===== config.mk =====
export PLATFORM = sky130hd
export DESIGN_NAME = pc_ir_unit
export DESIGN_NICKNAME = d
export VERILOG_FILES = /design/src/rtl/pc_ir_unit.sv
export SDC_FILE = /design/constraint.sdc
export NUM_CORES = 1
export LEC_CHECK = 0
export ABC_AREA = 1
export BUFFER_PORTS_ARGS = -buffer_cell sky130_fd_sc_hd__buf_4
export CAP_MARGIN = 25
export CORE_UTILIZATION = 46
export CTS_CLUSTER_SIZE = 8
export DETAILED_ROUTE_END_ITERATION = 8
export HOLD_SLACK_MARGIN = 0.15
export PLACE_DENSITY = 0.8
export REMOVE_ABC_BUFFERS = 1
export SYNTH_ARGS = -nofsm -noshare
export SYNTH_HDL_FRONTEND = slang
export SYNTH_SLANG_ARGS = --single-unit

===== constraint.sdc =====
create_clock -name Clk -period 3.81 [get_ports Clk]
set_input_delay 1.143 -clock Clk [delete_from_list [all_inputs] [get_ports Clk]]
set_output_delay 1.143 -clock Clk [all_outputs]
set_load 0.01 [all_outputs]

===== src/rtl/pc_ir_unit.sv =====
// pc_ir_unit -- program-counter / instruction-register stage of the multicycle CPU.
//
// Acts on the controller's PC and IR strobes. It latches the fetched instruction,
// updates the PC and resolves branches. It presents the opcode and the decoded
// instruction fields, and holds the ALUOut and MDR registers. It also counts
// retired instructions, one per IR load.
//
// Ports
//   Clk, Reset                 clock, synchronous active-high reset
//   IRWrite                    load IR from imem_rdata this edge
//   PCWrite, PCWriteCond       unconditional / branch-conditional PC load
//   BranchCond[1:0]            00 EQ, 01 NE, 10 LT, 11 LE
//   PCSource[1:0]              00 alu_result, 01 alu_out, 10 jump target, 11 hold
//   alu_result, alu_zero, alu_neg   combinational ALU result and flags
//   imem_rdata, dmem_rdata     instruction word at imem_addr, data memory word
//   imem_addr, pc              current PC
//   opcode, rs, rt, rd, imm16  combinational slices of IR
//   alu_out, mdr               ALUOut and memory data registers
//   branch_taken               PCWriteCond & branch condition true
//   instr_count                IR loads since reset, wrapping
module pc_ir_unit #(
  parameter int unsigned        DATA_W   = 32,
  parameter logic [DATA_W-1:0]  RESET_PC = '0
) (
  input  logic              Clk,
  input  logic              Reset,
  input  logic              IRWrite,
  input  logic              PCWrite,
  input  logic              PCWriteCond,
  input  logic [1:0]        BranchCond,
  input  logic [1:0]        PCSource,
  input  logic [DATA_W-1:0] alu_result,
  input  logic              alu_zero,
  input  logic              alu_neg,
  input  logic [DATA_W-1:0] imem_rdata,
  input  logic [DATA_W-1:0] dmem_rdata,
  output logic [DATA_W-1:0] imem_addr,
  output logic [DATA_W-1:0] pc,
  output logic [5:0]        opcode,
  output logic [4:0]        rs,
  output logic [4:0]        rt,
  output logic [4:0]        rd,
  output logic [15:0]       imm16,
  output logic [DATA_W-1:0] alu_out,
  output logic [DATA_W-1:0] mdr,
  output logic              branch_taken,
  output logic [DATA_W-1:0] instr_count
);

  localparam logic [1:0] BC_EQ = 2'b00;
  localparam logic [1:0] BC_NE = 2'b01;
  localparam logic [1:0] BC_LT = 2'b10;
  localparam logic [1:0] BC_LE = 2'b11;

  localparam logic [1:0] PCS_ALU_RESULT = 2'b00;
  localparam logic [1:0] PCS_ALU_OUT    = 2'b01;
  localparam logic [1:0] PCS_JUMP       = 2'b10;
  localparam logic [1:0] PCS_HOLD       = 2'b11;

  logic [DATA_W-1:0] r_pc;
  logic [DATA_W-1:0] r_ir;
  logic [DATA_W-1:0] r_alu_out;
  logic [DATA_W-1:0] r_mdr;
  logic [DATA_W-1:0] r_instr_count;

  logic              w_cond_true;
  logic              w_pc_load;
  logic [DATA_W-1:0] w_pc_next;
  logic [DATA_W-1:0] w_jump_target;

  // Branch condition from the ALU flags of the compare (A-B).
  always_comb begin
    w_cond_true = 1'b0;
    case (BranchCond)
      BC_EQ:   w_cond_true = alu_zero;
      BC_NE:   w_cond_true = ~alu_zero;
      BC_LT:   w_cond_true = alu_neg;
      BC_LE:   w_cond_true = alu_neg | alu_zero;
      default: w_cond_true = 1'b0;
    endcase
  end

  // The jump keeps the PC's top bits and replaces the low 26 with the IR target field.
  assign w_jump_target = {r_pc[DATA_W-1:26], r_ir[25:0]};

  always_comb begin
    w_pc_next = r_pc;
    case (PCSource)
      PCS_ALU_RESULT: w_pc_next = alu_result;
      PCS_ALU_OUT:    w_pc_next = r_alu_out;
      PCS_JUMP:       w_pc_next = w_jump_target;
      PCS_HOLD:       w_pc_next = r_pc;
      default:        w_pc_next = r_pc;
    endcase
  end

  // PCWrite alone is enough to load, so it wins over a false branch condition.
  assign w_pc_load    = PCWrite | (PCWriteCond & w_cond_true);
  assign branch_taken = PCWriteCond & w_cond_true;

  always_ff @(posedge Clk) begin
    if (Reset) begin
      r_pc <= RESET_PC;
    end else if (w_pc_load) begin
      r_pc <= w_pc_next;
    end
  end

  // imem_rdata is addressed by the current (pre-update) PC, so a fetch that
  // also advances the PC still captures the word at the old address.
  always_ff @(posedge Clk) begin
    if (Reset) begin
      r_ir          <= '0;
      r_instr_count <= '0;
    end else if (IRWrite) begin
      r_ir          <= imem_rdata;
      r_instr_count <= r_instr_count + 1'b1;
    end
  end

  always_ff @(posedge Clk) begin
    if (Reset) begin
      r_alu_out <= '0;
      r_mdr     <= '0;
    end else begin
      r_alu_out <= alu_result;
      r_mdr     <= dmem_rdata;
    end
  end

  assign imem_addr   = r_pc;
  assign pc          = r_pc;
  assign opcode      = r_ir[31:26];
  assign rs          = r_ir[25:21];
  assign rt          = r_ir[20:16];
  assign rd          = r_ir[15:11];
  assign imm16       = r_ir[15:0];
  assign alu_out     = r_alu_out;
  assign mdr         = r_mdr;
  assign instr_count = r_instr_count;

endmodule

[Word level (Yosys, flattened, before mapping)]
Index checks and enable logic that the tools add are counted.
Operators by class
  $add $sub $neg: 1
  divide/modulo/power cells: 0
  reductions and logical operators: 4
  muxes and demuxes: 2
  magnitude comparators: 0
  $mul: 0
  eq/ne operators: 6
  shifts and indexed selects: 0
  bitwise gates (word level): 6
Operators with widths (number)
  case mux 32 bit (3 select lines): 1
  adder 32 x 1 -> 32 bit (second input constant): 1
  equality test 2 bit (second input constant): 4
  equality test 2 x 1 -> 1 bit (second input constant): 2
  logical NOT 2 bit: 2
  case mux 1 bit (4 select lines): 1
  NOT 1 bit: 3
  AND reduction 3 bit: 1
  bitwise OR 1 bit: 2
  AND reduction 2 bit: 1
  bitwise AND 1 bit: 1
Word-level totals
  word-level logic and storage cells: 25
  register bits: 160
  memory bits (read-only): 0
  memories: 0
  RAM bits: 0
  bits in latches: 0

[Depth between registers and ports, before layout]
Gate-level depths: netlist (run 1).
  depth after elaboration: 5
  depth in mapped cells: 11
  gate-level depth less buffers: 9

[Worst setup path before layout (run 1)]
OpenSTA, ideal clock, no wires.
  path kind: in2out
  start: in BranchCond[0]
  end: out branch_taken
  required time: 2.667 ns
  slack: 1.117 ns
  cell stages on the path: 5
  arrival: 1.550 ns
  buffers on the path: 0
  cells stage by stage: nand2_1 nand2_1 o21ai_0 nand2_1 inv_1
Between the ends
  word-level cells in the longest chain between the ends: 3
  elaborated cells on any way between the ends: 6
RTL lines
  start, declared: RTL line 30  | input logic [1:0] BranchCond,
  equality test 2 bit, or another cell as far along: RTL line 74  | case (BranchCond)
  case mux 1 bit (4 select lines) (*): RTL line 74
  bitwise AND 1 bit (*): RTL line 99  | assign branch_taken = PCWriteCond & w_cond_true;
  end, declared: RTL line 46  | output logic branch_taken,
Mark *: on every way between the ends. The rest lies on a longest branch, timed or not.

[Worst setup path after layout (run 1)]
Ends and elaborated chain as after synthesis.

==> results of run 1 <==
## through the flow
step                area, µm²  util (%)  total power [W]  setup slack, ps
finish                   9656     66.18         0.004331            902.0
global route             9656     66.18         0.004496            809.3
CTS                      9656     66.18         0.004355            890.9
detailed placement       9014     61.78         0.002519            890.6
global placement         9014     61.78         0.002506            889.9
floorplan                6399         -         0.002125            377.6
## cell usage in the layout, fill, tap and decap left out, types with 4 or more instances in the layout
cell type  netlist  routed
buf_4           37     312
nor2_1         217     216
dfxtp_1        160     160
nand2_1        145     145
inv_1          115     114
a21oi_1         71      71
o21ai_0         67      67
nand3_1         62      62
clkbuf_16        0      17
nor2_2           7       8
nor3_1           6       6
nand4_1          6       6
a22oi_1          6       6
nor2_4           4       4
ha_1             4       4
inv_6            0       4
bufinv_16        0       4
## flip-flops by register name, indices dropped and copies added, names as in the netlist
name         count
instr_count     32
imem_addr       32
mdr             32
alu_out         32
r_ir            32
## cell families (layout without fill, tap and decap cells)
family,Yosys count,count (layout),share of synthesized area (%)
buffers and inverters,203,464,13.50
adders and majority gates,4,4,0.7269
and+or+nand+nor,456,456,27.80
AOI/OAI and AO/OA,147,147,10.94
DFF,160,160,46.52
xor gates and xnor gates,4,4,0.5089
## cell usage after synthesis (all sizes together)
cell type	n	area, µm²
nor2	228	903.4
dfxtp	160	3203
nand2	147	556.8
inv	117	439.2
a21oi	71	355.3
o21ai	69	345.3
nand3	66	357.9
buf	61	396.6
clkbuf	24	90.09
nor3	7	46.30
a22oi	6	45.04
nand4	6	37.54
ha	4	50.05
xnor2	2	17.52
xor2	2	17.52
and2	1	6.260
and3	1	6.260
clkinv	1	3.750
o21a	1	7.510
## final timing paths
path                                     start               to  cells past startpoint
worst max register to register  instr_count[0]  instr_count[22]                      7
worst min register to register  instr_count[8]   instr_count[8]                      2
worst max-delay path             BranchCond[0]     branch_taken                      7
worst min-delay path            instr_count[8]   instr_count[8]                      2
## power breakdown
| group | internal [W] | leakage, nW | switching, W | total (W) |
|---|---|---|---|---|
| clock network | 0.00113 | 0.306 | 0.000721 | 0.00185 |
| registers | 0.00177 | 1.32 | 0.0000686 | 0.00184 |
| logic | 0.000314 | 3.21 | 0.000333 | 0.000647 |
| total | 0.00321 | 4.84 | 0.00112 | 0.00433 |
## worst max-delay path, delay by kind of cell
family / cells / cell delay [ps]
buffers and inverters: 3 / 290
AOI/OAI and AO/OA: 1 / 130
and+or+nand+nor: 3 / 220
## metal layers
metal	wire, µm	up-vias
li1	-	3495
met1	7947	3212
met2	10540	319
met3	1797	16
met4	268	0
met5	0	-
## final cells by class
class	instances	area (µm²)
clock buffers	18	439.2
clock inverters	14	202.7
fillers	1303	4933
inverters	118	442.9
multi-input cells	611	2755
flip-flops and latches	160	3203
well taps	184	230.2
repair buffers	314	2382
==> metrics, run 1 <==
outcome=finished clean; Die Span X=124.3 µm; CTS Buf Count=17; Worst path most repeated cell=nand2_1; # setup viols final=0; Max-Cap Viols=0; Tcrit/Tclk final=76.33%; antenna violations before repair=0; Die Y=124.3 µm; Clock Path Buffers=2; Total GRT Usage=26.23%; DRC errors left=0; Avg Cell Area, Syn=7.069 µm²; setup bufs post-CTS=0; crit path time final=2908 ps; CTS tree=done; Synth Cell Area=roughly 6900 µm²; # placed instances=about 1400; GR Util met2=between 40 and 50%; via count=7042; Cells after Synth=974; Seq/Total Area, Yosys=46.52%; worst stage delay on the critical path=130 ps; vias per inst=4.963; met3 Usage GRT=between 7 and 8%; first-pass GRT wire length=roughly 33 mm; gr ovfl total=0; Rows=between 40 and 50; wire per inst=14.48 µm; crit-path max FO=2; slew margin rel.=43.52%; clock-pin slew on the worst setup and hold paths=70 ps; fin. max-slew vios=0; drt total wl=between 20 and 25 mm; Pre-antenna DRT Iters=6; Data required, critical path=2670 ps; worst setup path class=in -> out; vias in the first global route=6591; distinct cell type count after synthesis=30; Startpoint Class=input pin; Final nets=approximately 1300; Die Footprint=15460 µm²; IO buf count=304; clk sink count=160; FF+latch count, synth=160; # resized after CTS=0; GRT busiest layer=met2; clock root buffer=clkbuf_16; Critical Path, Cell by Cell=buf_4 > nand2_1 > nand2_1 > o21ai_0 > nand2_1 > inv_1 > buf_4; Ys Warns=0; PD cells=448.6 nW/µm²; RSZ-0062 raised after global routing=false; maximum vdd drop=about 0.36 mV; Core Area=14590 µm²; Skew-Pair Late Insertion Delay=410 ps; largest net degree at the start of global routing=75; n_diodes=0; Area Overhead vs Synth=40.23%; Setup TNS=0 ps; worst-margin pin slew=847.2 ps; arrival time at the worst endpoint=roughly 1800 ps; drt first-iter violations=about 380; met1 GRT Util=29.83%; CTS HTree Levels=4; Fin Clk Skew=9.142 ps; Reg2Reg Setup Slack=2160 ps; routability cong.=around 0.86; Pleak=4.842 nW; layout cells sized above 1=roughly 30%; Initial Utilization=47.20%; IO Count=a little over 300; Detailed Place HPWL=between 10 and 15 mm; Max Fclk=0.3439 GHz; worst hold slack=between 400 and 500 ps; fin cells=1419; slowest CP cell=o21ai_0; HP Class=reg -> reg; hold buffer count at CTS=0; final hold violation count=0; DRT antenna net count=0; crit path capture type=primary output
(Power assumes the default switching activity.)
==> inputs of run 2 (changes only) <==
--- a/config.mk
+++ b/config.mk
@@ -8,11 +8,11 @@
 export ABC_AREA = 1
 export BUFFER_PORTS_ARGS = -buffer_cell sky130_fd_sc_hd__buf_4
 export CAP_MARGIN = 25
-export CORE_UTILIZATION = 46
+export CORE_UTILIZATION = 43
 export CTS_CLUSTER_SIZE = 8
 export DETAILED_ROUTE_END_ITERATION = 8
 export HOLD_SLACK_MARGIN = 0.15
-export PLACE_DENSITY = 0.8
+export PLACE_DENSITY = 0.79
 export REMOVE_ABC_BUFFERS = 1
 export SYNTH_ARGS = -nofsm -noshare
 export SYNTH_HDL_FRONTEND = slang
==> constraint.sdc (replaced) <==
create_clock -name Clk -period 2.6 [get_ports Clk]
set_input_delay 0.78 -clock Clk [delete_from_list [all_inputs] [get_ports Clk]]
set_output_delay 0.78 -clock Clk [all_outputs]
set_load 0.01 [all_outputs]
==> run 2 against run 1 <==
Compared with the run above: via count up 0.97%; critical path depth unchanged; critical endpoint unchanged; non-clock buffer count up 4.
==> metrics, run 2 (synthesis results as in run 1) <==
clock-pin slew on the worst setup and hold paths=60 ps (about the same); first-pass GRT wire length=32.05 mm (-1.7%); Skew-Pair Late Insertion Delay=420 ps (about the same); routability cong.=0.8900 (+3.8%); drt total wl=21.16 mm (+3.0%); fin. max-slew vios=0 (unchanged); IO Count=305 (unchanged); Tcrit/Tclk final=84.49%; hold buffer count at CTS=0 (unchanged); Switching Power=0.001617 W (+44%); DRT antenna net count=0 (unchanged); setup bufs post-CTS=0 (unchanged); gr ovfl total=0 (unchanged); Die Footprint=16520 µm² (+6.9%); maximum vdd drop=0.4118 mV (+15%); Post-Place Worst Slack=380.9 ps (-509.7 ps); Max-Cap Viols=0 (unchanged); Rows=45 (+2.3%); CTS HTree Levels=4 (unchanged); Pre-antenna DRT Iters=5 (-1); total design power=0.006241 W (+44%); vias per inst=4.903 (-1.2%); Die Y=128.5 µm (+3.4%); IO buf count=304 (unchanged); Max Fclk=0.4552 GHz; crit path capture type=primary output; final hold violation count=0 (unchanged); Core Area=15430 µm² (+5.7%); share of power burned in registers=43.0% (+0.6 points); clock share of power=41.5% (-1.2 points); worst-margin pin slew=532.8 ps (-314.4 ps); clk sink count=160 (unchanged); crit path time final=roughly 2200 ps; Sw Ratio=25.92% (about the same); Fin Clk Skew=6.913 ps (-2.229 ps); slowest CP cell=o21ai_0; Detailed Place HPWL=15.00 mm (+4.5%); worst setup margin=403.2 ps (-498.8 ps); RSZ-0062 raised after global routing=false; PD cells=643.0 nW/µm² (+43%); Critical Path, Cell by Cell=buf_4 > nand2_1 > nand2_1 > o21ai_0 > nand2_1 > inv_1 > buf_4; Startpoint Class=input pin; Initial Utilization=44.63% (-2.6 points); slew margin rel.=64.48% (+21 points); combinational group share of total power=15.5% (+0.6 points); n_diodes=0 (unchanged); clock root buffer=clkbuf_16; layout cells sized above 1=29.94% (+0.15 points); Worst path most repeated cell=nand2_1; most common cell after layout, fill and taps aside=buf_4; Final nets=1337 (+0.30%); largest net degree at the start of global routing=65 (-13%); via count=7110 (+0.97%); antenna violations before repair=0 (unchanged); P_int=0.004624 W (+44%); DRC errors left=0 (unchanged); crit-path max FO=2 (unchanged); Total GRT Usage=25.08% (-1.2 points); worst hold slack=464.5 ps (-3.195 ps); Data required, critical path=1820 ps (-850 ps); worst stage delay on the critical path=140 ps (about the same); Area Overhead vs Synth=40.96%; HP Class=reg -> reg; drt first-iter violations=430 (+12%); CTS Buf Count=17 (unchanged); vias in the first global route=6395 (-3.0%); fill cell count=1401 (+7.5%); Clock Path Buffers=2 (unchanged); Pleak=4.849 nW (+0.14%); outcome=finished clean; wire per inst=14.60 µm (+0.79%); Die Span X=128.5 µm (+3.4%); # setup viols final=0 (unchanged); commonest non-fill, non-tap cells in the layout=315 x buf_4, 216 x nor2_1, 160 x dfxtp_1; CTS tree=done; # resized after CTS=0 (unchanged); worst setup path class=in -> out; arrival time at the worst endpoint=1420 ps (-340 ps)
-- run 2: final timing paths --
check,startpoint,to,slack (ps),cells after the start
setup / recovery,BranchCond[0],branch_taken,400,7
hold / removal,instr_count[8],instr_count[8],460,2
setup reg to reg,instr_count[7],instr_count[16],1000,7
hold reg to reg,instr_count[8],instr_count[8],460,2
-- run 2: power groups by stage --
stage | Combinational (W) | Sequential (W) | Clock (W)
after floorplan | 0.000302 | 0.00281 | 0
after global placement | 0.000947 | 0.00274 | 0
after detailed placement | 0.000964 | 0.00274 | 0
after CTS | 0.000968 | 0.00269 | 0.00263
after global routing | 0.00106 | 0.00270 | 0.00274
final | 0.000966 | 0.00269 | 0.00259
-- run 2: cell type report --
type / count / area (µm²) / area share (%)
clock buffer: 20 / 456.7 / 4.705
timing repair buffer: 318 / 2425 / 24.98
inverter: 118 / 442.9 / 4.564
sequential: 160 / 3203 / 33.00
tap: 211 / 264.0 / 2.720
clock inverter: 12 / 158.9 / 1.637
multi-input combinational: 611 / 2755 / 28.39
-- run 2: worst max-delay path: cells and delay by family --
kind	cells	cell delay, ps
buf+inv	3	280
compound gates	1	140
simple gates	3	220
-- run 2: routing by layer --
metal  vias to the layer above  part of all wire, %  track usage [%]
li1                       3506                    -                -
met1                      3246                   40            29.04
met2                       327                   48            43.28
met3                        31                   10            7.983
met4                         0                  2.1            9.273
met5                         -                    0                0
-- run 2: per-stage QoR --
step | util [%] | cell area, µm² | cells | setup TNS [ps]
floorplan | - | 6399 | 889 | -15010
global placement | 58.92 | 9090 | 1418 | 0
detailed placement | 58.92 | 9090 | 1418 | 0
CTS | 62.91 | 9706 | 1450 | 0
global route | 62.91 | 9706 | 1450 | 0
finish | 62.91 | 9706 | 1450 | 0
==> inputs of run 3 (changes only) <==
--- a/config.mk
+++ b/config.mk
@@ -8,11 +8,11 @@
 export ABC_AREA = 1
 export BUFFER_PORTS_ARGS = -buffer_cell sky130_fd_sc_hd__buf_4
 export CAP_MARGIN = 25
-export CORE_UTILIZATION = 43
+export CORE_UTILIZATION = 46
 export CTS_CLUSTER_SIZE = 8
 export DETAILED_ROUTE_END_ITERATION = 8
 export HOLD_SLACK_MARGIN = 0.15
-export PLACE_DENSITY = 0.79
+export PLACE_DENSITY = 0.8
 export REMOVE_ABC_BUFFERS = 1
 export SYNTH_ARGS = -nofsm -noshare
 export SYNTH_HDL_FRONTEND = slang
==> constraint.sdc (replaced) <==
create_clock -name Clk -period 2.3 [get_ports Clk]
set_input_delay 0.69 -clock Clk [delete_from_list [all_inputs] [get_ports Clk]]
set_output_delay 0.69 -clock Clk [all_outputs]
set_load 0.01 [all_outputs]
==> run 3 against run 2 <==
Compared with the run above: highest routed layer unchanged; sequential share of layout area is 0.17 points higher; critical path type unchanged; power grew 10%; via count fell by 0.39%; largest power group unchanged; first-iteration DRC count is 40% higher; combinational power grew 13%; critical path depth stayed put.
==> metrics, run 3 (synthesis results as in run 1) <==
outcome=finished clean; hold_sp=dmem_rdata[3]; RSZ-0062 raised after global routing=false; HP Class=in -> reg; crit path capture type=primary output; Worst path most repeated cell=nand2_1; PD cells=711.0 nW/µm² (+11%); Reg2Reg Setup Slack=700 ps (-300 ps); Setup TNS=0 ps (unchanged); maximum vdd drop=0.4680 mV (+14%); worst-margin pin slew=463.2 ps (-69.61 ps); met3 wire len=1.638 mm (-23%); layout cells sized above 1=29.77% (-0.17 points); Area Overhead vs Synth=40.25%; # resized after CTS=0 (unchanged); CTS HTree Levels=4 (unchanged); commonest non-fill, non-tap cells in the layout=308 x buf_4, 216 x nor2_1, 160 x dfxtp_1; n_diodes=0 (unchanged); Crit path max-delay family=buffers and inverters; Detailed Place HPWL=14.41 mm (-4.0%); worst setup path class=in -> out; Die Footprint=15460 µm² (-6.4%); Post-Layout Inst Area=9657 µm² (-0.50%); Crit path buffers/inverters=3 (unchanged); highest routed metal layer=met4; Total GRT Usage=26.69% (+1.6 points); worst stage delay on the critical path=140 ps (about the same); Data required, critical path=1610 ps (-210 ps); arrival time at the worst endpoint=1340 ps (-80 ps); Startpoint Class=input pin; Initial Utilization=47.20% (+2.6 points); Hold Crit Endpoint=mdr[3]; Worst R2R Path Depth=8 (+1); routability cong.=0.8590 (-3.5%); crit-path max FO=2 (unchanged); largest net degree at the start of global routing=75 (+15%); most common cell after layout, fill and taps aside=buf_4; final hold violation count=0 (unchanged); vias per inst=4.987 (+1.7%); Die Span X=124.3 µm (-3.3%); first-pass GRT wire length=33.00 mm (+3.0%); metal2 WL=10.44 mm (+2.4%); via count=7082 (-0.39%); vias in the first global route=6562 (+2.6%); Core Area=14590 µm² (-5.4%); Tcrit/Tclk final=roughly nine tenths; IO buf count=304 (unchanged); fill cell count=1304 (-6.9%); Pre-antenna DRT Iters=5 (unchanged); drt total wl=20.60 mm (-2.7%); antenna violations before repair=0 (unchanged); reg-to-reg critical path startpoint=instr_count[0]; Max Fclk=0.4936 GHz; M1 WL=8.151 mm (-2.9%); Worst Hold Depth=3 (+1); DRC errors left=0 (unchanged); DRT antenna net count=0 (unchanged); clock root buffer=clkbuf_16; Pleak=4.826 nW (-0.47%); CTS tree=done; worst r2r dst=instr_count[8]; Skew-Pair Late Insertion Delay=420 ps (about the same); Placement Cell Area=9084 µm² (about the same); crit path time final=2026 ps; hold buffer count at CTS=0 (unchanged); setup bufs post-CTS=0 (unchanged); slowest CP cell=o21ai_0; wire per inst=14.51 µm (-0.60%); Max-Cap Viols=0 (unchanged); Critical Path, Cell by Cell=buf_4 > nand2_1 > nand2_1 > o21ai_0 > nand2_1 > inv_1 > buf_4; Final nets=1334 (-0.22%); fin. max-slew vios=0 (unchanged); clock-pin slew on the worst setup and hold paths=70 ps (about the same); Rows=44 (-2.2%); clk sink count=160 (unchanged); Fin Clk Skew=7.401 ps (+0.4877 ps); Die Y=124.3 µm (-3.3%); gr ovfl total=0 (unchanged); total design power=0.006866 W (+10%); fin cells=1420 (-2.1%); IO Count=305 (unchanged); # setup viols final=0 (unchanged); # placed instances=1388 (-2.1%); Clock Path Buffers=2 (unchanged); drt first-iter violations=600 (+40%); CTS Buf Count=17 (unchanged); slew margin rel.=69.12% (+4.6 points)
run 3: worst max-delay path by stage:
| stage | depth (start not counted) | end | slack [ps] | from |
|---|---|---|---|---|
| after floorplan | 7 | imem_addr[0] | -680 | PCSource[0] |
| after CTS | 7 | branch_taken | 260 | BranchCond[0] |
| final | 7 | branch_taken | 270 | BranchCond[0] |
| after detailed placement | 9 | imem_addr[5] | 70 | PCSource[0] |
| after global routing | 8 | branch_taken | 200 | BranchCond[0] |
| after global placement | 9 | imem_addr[10] | 170 | PCSource[0] |
run 3: per-layer routing:
metal  vias up  GRT usage (%)
met2       292          47.38
met4         0          8.717
li1       3509              -
met1      3256          30.85
met3        25          7.131
met5         -              0
run 3: worst reg2reg max path: cells and delay by family (launching register included):
kind	cells	cell delay (ps)
AO/OA/AOI/OAI	2	190
adder cells (fa/ha/maj)	1	250
buffers and inverters	1	120
flip-flops	1	390
AND/OR/NAND/NOR	4	550
run 3: layout make-up:
cell class                      instances  area, µm²  area share, %
Clock buffer                           19      442.9          4.587
Clock inverter                         13      130.1          1.348
Inverter                              118      442.9          4.587
Multi-Input combinational cell        611       2755          28.53
Sequential cell                       160       3203          33.17
Tap cell                              184      230.2          2.384
Timing Repair Buffer                  315       2452          25.40
run 3: where the power goes:
| group | leakage (nW) | switching, W | internal [W] |
|---|---|---|---|
| Sequential | 1.32 | 0.000114 | 0.00293 |
| Clock | 0.261 | 0.00120 | 0.00154 |
| Combinational | 3.24 | 0.000551 | 0.000534 |
| Total | 4.83 | 0.00187 | 0.00500 |
run 3: stage by stage:
step	setup WS (ps)	util, %	hold WS (ps)
CTS	259.8	66.19	451.0
global placement	173.0	62.26	448.0
finish	274.2	66.19	460.9
floorplan	-679.4	-	481.2
detailed placement	66.40	62.26	460.9
global route	198.3	66.19	463.3
